[src/rtl/mem_block_mover_pkg.sv]
// Shared constants, state encoding and request payload for the data-memory block mover.
package mem_block_mover_pkg;

  localparam int unsigned MEM_DEPTH = 50;
  localparam int unsigned ADDR_W    = 6;
  localparam int unsigned DATA_W    = 8;
  localparam int unsigned SUM_W     = ADDR_W + 1;

  localparam logic MODE_COPY = 1'b0;
  localparam logic MODE_FILL = 1'b1;

  typedef enum logic [1:0] {
    S_IDLE  = 2'd0,
    S_READ  = 2'd1,
    S_WRITE = 2'd2,
    S_DONE  = 2'd3
  } state_t;

  typedef struct packed {
    logic              mode;
    logic [ADDR_W-1:0] src;
    logic [ADDR_W-1:0] dst;
    logic [ADDR_W-1:0] len;
    logic [DATA_W-1:0] fill;
  } req_t;

endpackage

[src/rtl/mem_block_mover.sv]
// Bus-master engine that copies (memmove-safe) or fills a byte range of the data memory.
module mem_block_mover
  import mem_block_mover_pkg::*;
(
  input  logic              clk,
  input  logic              reset,
  input  logic              start,
  input  logic              mode,
  input  logic [ADDR_W-1:0] src_addr,
  input  logic [ADDR_W-1:0] dst_addr,
  input  logic [ADDR_W-1:0] length,
  input  logic [DATA_W-1:0] fill_value,
  output logic              busy,
  output logic              done,
  output logic              error,
  output logic              mem_read,
  output logic              mem_write,
  output logic [ADDR_W-1:0] mem_addr,
  output logic [DATA_W-1:0] mem_wdata,
  input  logic [DATA_W-1:0] mem_rdata
);

  state_t            r_state, w_state_nxt;
  req_t              r_req, w_req_nxt;
  logic [ADDR_W-1:0] r_offset, w_offset_nxt;
  logic              r_desc, w_desc_nxt;
  logic              r_error_q, w_error_q_nxt;
  logic              r_busy, w_busy_nxt;
  logic              r_done, w_done_nxt;
  logic              r_error, w_error_nxt;
  logic              r_mem_read, w_mem_read_nxt;
  logic              r_mem_write, w_mem_write_nxt;
  logic [ADDR_W-1:0] r_mem_addr, w_mem_addr_nxt;
  logic [DATA_W-1:0] r_mem_wdata, w_mem_wdata_nxt;

  logic [SUM_W-1:0]  w_dst_end, w_src_end;
  logic              w_reject, w_start_desc, w_last;
  logic [ADDR_W-1:0] w_start_off, w_off_step;

  // Request decode on the raw inputs, used only at the acceptance edge
  assign w_dst_end    = {1'b0, dst_addr} + {1'b0, length};
  assign w_src_end    = {1'b0, src_addr} + {1'b0, length};
  assign w_reject     = (length != '0) &&
                        ((w_dst_end > SUM_W'(MEM_DEPTH)) ||
                         ((mode == MODE_COPY) && (w_src_end > SUM_W'(MEM_DEPTH))));
  assign w_start_desc = (mode == MODE_COPY) && (dst_addr > src_addr);
  assign w_start_off  = w_start_desc ? (length - ADDR_W'(1)) : '0;

  assign w_last     = r_desc ? (r_offset == '0) : (r_offset == (r_req.len - ADDR_W'(1)));
  assign w_off_step = r_desc ? (r_offset - ADDR_W'(1)) : (r_offset + ADDR_W'(1));

  // Next state; bus outputs are computed one cycle ahead and registered
  always_comb begin
    w_state_nxt     = r_state;
    w_req_nxt       = r_req;
    w_offset_nxt    = r_offset;
    w_desc_nxt      = r_desc;
    w_error_q_nxt   = r_error_q;
    w_busy_nxt      = 1'b0;
    w_done_nxt      = 1'b0;
    w_error_nxt     = 1'b0;
    w_mem_read_nxt  = 1'b0;
    w_mem_write_nxt = 1'b0;
    w_mem_addr_nxt  = r_mem_addr;
    w_mem_wdata_nxt = r_mem_wdata;
    case (r_state)
      S_IDLE: begin
        if (start) begin
          w_req_nxt.mode = mode;
          w_req_nxt.src  = src_addr;
          w_req_nxt.dst  = dst_addr;
          w_req_nxt.len  = length;
          w_req_nxt.fill = fill_value;
          w_offset_nxt   = w_start_off;
          w_desc_nxt     = w_start_desc;
          w_busy_nxt     = 1'b1;
          if ((length == '0) || w_reject) begin
            w_state_nxt   = S_DONE;
            w_error_q_nxt = w_reject;
            w_done_nxt    = 1'b1;
            w_error_nxt   = w_reject;
          end else if (mode == MODE_COPY) begin
            w_state_nxt    = S_READ;
            w_mem_read_nxt = 1'b1;
            w_mem_addr_nxt = src_addr + w_start_off;
          end else begin
            w_state_nxt     = S_WRITE;
            w_mem_write_nxt = 1'b1;
            w_mem_addr_nxt  = dst_addr + w_start_off;
            w_mem_wdata_nxt = fill_value;
          end
        end
      end
      S_READ: begin
        // The write-data register doubles as the copy buffer
        w_state_nxt     = S_WRITE;
        w_busy_nxt      = 1'b1;
        w_mem_write_nxt = 1'b1;
        w_mem_addr_nxt  = r_req.dst + r_offset;
        w_mem_wdata_nxt = mem_rdata;
      end
      S_WRITE: begin
        w_busy_nxt = 1'b1;
        if (w_last) begin
          w_state_nxt = S_DONE;
          w_done_nxt  = 1'b1;
          w_error_nxt = r_error_q;
        end else begin
          w_offset_nxt = w_off_step;
          if (r_req.mode == MODE_COPY) begin
            w_state_nxt    = S_READ;
            w_mem_read_nxt = 1'b1;
            w_mem_addr_nxt = r_req.src + w_off_step;
          end else begin
            w_mem_write_nxt = 1'b1;
            w_mem_addr_nxt  = r_req.dst + w_off_step;
            w_mem_wdata_nxt = r_req.fill;
          end
        end
      end
      S_DONE: begin
        w_state_nxt   = S_IDLE;
        w_error_q_nxt = 1'b0;
      end
      default: w_state_nxt = S_IDLE;
    endcase
  end

  always_ff @(posedge clk) begin
    if (reset) begin
      r_state     <= S_IDLE;
      r_req       <= '0;
      r_offset    <= '0;
      r_desc      <= 1'b0;
      r_error_q   <= 1'b0;
      r_busy      <= 1'b0;
      r_done      <= 1'b0;
      r_error     <= 1'b0;
      r_mem_read  <= 1'b0;
      r_mem_write <= 1'b0;
      r_mem_addr  <= '0;
      r_mem_wdata <= '0;
    end else begin
      r_state     <= w_state_nxt;
      r_req       <= w_req_nxt;
      r_offset    <= w_offset_nxt;
      r_desc      <= w_desc_nxt;
      r_error_q   <= w_error_q_nxt;
      r_busy      <= w_busy_nxt;
      r_done      <= w_done_nxt;
      r_error     <= w_error_nxt;
      r_mem_read  <= w_mem_read_nxt;
      r_mem_write <= w_mem_write_nxt;
      r_mem_addr  <= w_mem_addr_nxt;
      r_mem_wdata <= w_mem_wdata_nxt;
    end
  end

  assign busy      = r_busy;
  assign done      = r_done;
  assign error     = r_error;
  assign mem_read  = r_mem_read;
  assign mem_write = r_mem_write;
  assign mem_addr  = r_mem_addr;
  assign mem_wdata = r_mem_wdata;

endmodule
[config.mk]
export PLATFORM = sky130hd
export DESIGN_NAME = mem_block_mover
export DESIGN_NICKNAME = d
export VERILOG_FILES = /design/src/rtl/mem_block_mover_pkg.sv /design/src/rtl/mem_block_mover.sv
export SDC_FILE = /design/constraint.sdc
export NUM_CORES = 1
export LEC_CHECK = 0
export ABC_CLOCK_PERIOD_IN_PS = 3700
export CORE_UTILIZATION = 47
export DETAILED_ROUTE_END_ITERATION = 10
export HOLD_SLACK_MARGIN = 0.12
export PLACE_DENSITY = 0.68
export SETUP_SLACK_MARGIN = 0.15
export SLEW_MARGIN = 20
export SYNTH_ARGS = -nofsm -noshare
export SYNTH_HDL_FRONTEND = slang
export SYNTH_SLANG_ARGS = --single-unit
[constraint.sdc]
create_clock -name clk -period 3.7 [get_ports clk]
set_clock_uncertainty 0.1 [all_clocks]
set_input_delay 0.555 -clock clk [delete_from_list [all_inputs] [get_ports clk]]
set_output_delay 0.555 -clock clk [all_outputs]
set_load 0.01 [all_outputs]
==> out/qor.yml <==
hold_violations: 0
initial_core_util: 0.496
finalWorstPathRequiredPeriod_ns: 3.39
async_flop_share: 0
htreeDepth: 2
synth-seq-cells: 56
criticalPathCategory: "in2reg"
cts_tree: "yes"
clockBufferDepth: 2
port_buffers: 56
ys_types: 61
synthTopCellsByCount: "nand2_1, nor2_1, a21oi_1, dfxtp_1, ha_1"
synth_area_leader_cell: "dfxtp_1"
syn_avg_cell_area_sq_um: 7.66
r2r_cells: 12
regToRegSetupSlack_ns: 0.35
antenna_found_initial: 0
leakagePower_nw: 2.44
p_per_area_nw_per_um2: 621
min_from: "r_req[22]$_SDFFE_PP0P_"
rows: 35
die-width_microns: 102
synth_edf_count: 0
yosys_warnings: 0
arrival_ns: 3.48
fp.dieH_microns: 102
timing.rr.start: "r_desc$_SDFFE_PP0P_"
grt_first_pass_wirelength_mm: 22.3
place_inst: 810
maxSlewViolCount: 0
critPathMaxFanout: 3
cts_made_buffers: 5
synth_cells: 609
drt_iter0_drc: 279
vias: 4755
core-area_sq_um: 9420
worst_setup_path_end_kind: "register"
clkLatencyLatePin_ns: 0.32
finish.utilization: 0.613
dp_hpwl_mm: 10.8
outcome: "finished clean"
ir_drop_uv: 363
grt.total_usage: 0.277
diodes: 0
io-pin-count: 57
timing.final.crit_share: 0.915
max_freq_mhz: 295
grt_max_degree: 61
maxSlewHeadroom: 0.429
worst_r2r_endpoint: "mem_addr[5]$_SDFFE_PP0P_"
wirelength_mm: 13.8
rsz0062_at_grt: "true"
wire_per_inst_microns: 16.8
root_buffer: "clkbuf_8"
yosys-top-cells-area: "dfxtp_1, ha_1, nand2_1"
layout.cells.non_filler: 820
syn_area_sq_um: 4670
cts.hold.buffers_added: 0
hp-class: "reg2reg"
avgViaCountPerCell: 5.80
dieArea_sq_um: 10300
area_growth_pct: 23.7
cp.required_ns: 3.79
crit_path_start_kind: "input pin"
syn_nets: 696
setup_viol: 0
crit_start: "length[0]"
synth_top_cell_area_share: 0.240
clk_pin_slew_ns: 0.12
antenna_left: 0
finalNetCount: 777
min_path_cells: 2
synth.most_common_cell: "nand2_1"
dr.pass1.iters: 5
clkSinkCount: 56
synth_ff_type: "dfxtp_1"
drcViolationCount: 0
gp_congestion: 0.946
min_to: "r_req[22]$_SDFFE_PP0P_"
synth-seq-area-share: 0.240
drive_above_1_share: 0.119
worst_slew_pin_slew_ns: 0.856
maxCapViolations: 0
globalRouteOverflowTotal: 0
first_global_vias: 4386
[state kept, by name, indices dropped and copies added (netlist names)]
signal / flops
r_req: 27
mem_wdata: 8
mem_addr: 6
r_offset: 6
r_state: 2
busy: 1
done: 1
error: 1
mem_read: 1
mem_write: 1
r_desc: 1
r_error_q: 1
[metal layers]
| layer | track usage | up-vias | wire [microns] | part of all wire |
|---|---|---|---|---|
| met5 | 0 | - | 0 | 0 |
| met4 | 0.0557 | 0 | 178 | 0.013 |
| met3 | 0.0435 | 16 | 843 | 0.061 |
| met2 | 0.435 | 149 | 6190 | 0.45 |
| met1 | 0.399 | 2243 | 6550 | 0.48 |
| li1 | - | 2347 | - | - |
[worst max-delay path, cell delays in order]
cell	delay [ns]
clkdlybuf4s50_1	0.57
ha_1	0.21
inv_1	0.06
fa_1	0.40
xor2_1	0.25
nand3_1	0.11
o211ai_1	0.20
o211ai_1	0.25
a211o_1	0.38
buf_4	0.16
o21ai_0	0.23
a21oi_1	0.10
[layout make-up]
class / instances / area (sq um)
Clock buffer: 5 / 68.8
Clock inverter: 3 / 28.8
Fill cell: 881 / 3650
Inverter: 37 / 139
Multi-Input combinational cell: 487 / 3330
Sequential cell: 56 / 1120
Tap cell: 129 / 161
Timing Repair Buffer: 103 / 921
[logic make-up (layout without fill, tap and decap cells)]
| group | Yosys count | after routing | synth area share |
|---|---|---|---|
| simple gates | 215 | 215 | 0.209 |
| compound gates | 178 | 178 | 0.263 |
| buf+inv | 66 | 148 | 0.0539 |
| flops | 56 | 56 | 0.240 |
| fa+ha+maj | 49 | 49 | 0.141 |
| mux | 23 | 23 | 0.0510 |
| xor+xnor | 22 | 22 | 0.0413 |
[cells in the final DEF (no fill, tap or decap), types with 4 or more instances in the layout]
master            n
nor2_1           60
nand4_1          12
nor2b_1           9
fa_1              6
or2_2             5
a21oi_1          56
a211oi_1         13
inv_1            35
clkbuf_8          5
mux2i_1          17
nand2b_1         11
o21ai_0          22
a22oi_1           4
buf_4            46
nand2_1          90
xor2_1            9
dfxtp_1          56
or3_1             4
mux2_2            6
xnor2_1          13
nand3_1           5
o31ai_1           4
o211ai_1         15
a21o_1           11
ha_1             41
clkdlybuf4s50_1  55
a221o_1           7
nor3_1            9
a211o_1           6
[how the worst max path moves through the flow]
stage / endpoint
after floorplan: mem_addr[5]$_SDFFE_PP0P_
after global placement: mem_addr[5]$_SDFFE_PP0P_
after detailed placement: mem_addr[5]$_SDFFE_PP0P_
after CTS: mem_addr[5]$_SDFFE_PP0P_
after global routing: mem_addr[5]$_SDFFE_PP0P_
final: done$_SDFF_PP0_
[timing repair]
item,4_1_cts,5_1_grt
buffers inserted,0,2
pin swaps,0,3
resized for setup,2,5
setup endpoints to repair,1,13
cloned,0,0
[power breakdown]
part           internal (mW)  total, mW  switching (mW)
clock                  0.144      0.388           0.244
sequential             0.776      0.920           0.144
combinational          0.953       2.28            1.32
[through the flow]
| stage | TNS (ns) | setup slack (ns) | area, sq um | power [mW] | hold slack (ns) |
|---|---|---|---|---|---|
| 2_1_floorplan | 0 | 0.451 | 4670 | 2.44 | 0.334 |
| 3_3_place_gp | -0.149 | -0.144 | 5620 | 3.10 | 0.342 |
| 3_5_place_dp | -0.592 | -0.285 | 5620 | 3.16 | 0.349 |
| 4_1_cts | 0 | 0.168 | 5730 | 3.55 | 0.366 |
| 5_1_grt | 0 | 0.106 | 5770 | 3.86 | 0.381 |
| 6_report | 0 | 0.314 | 5770 | 3.58 | 0.365 |
Power figures use the tool's default switching activity.
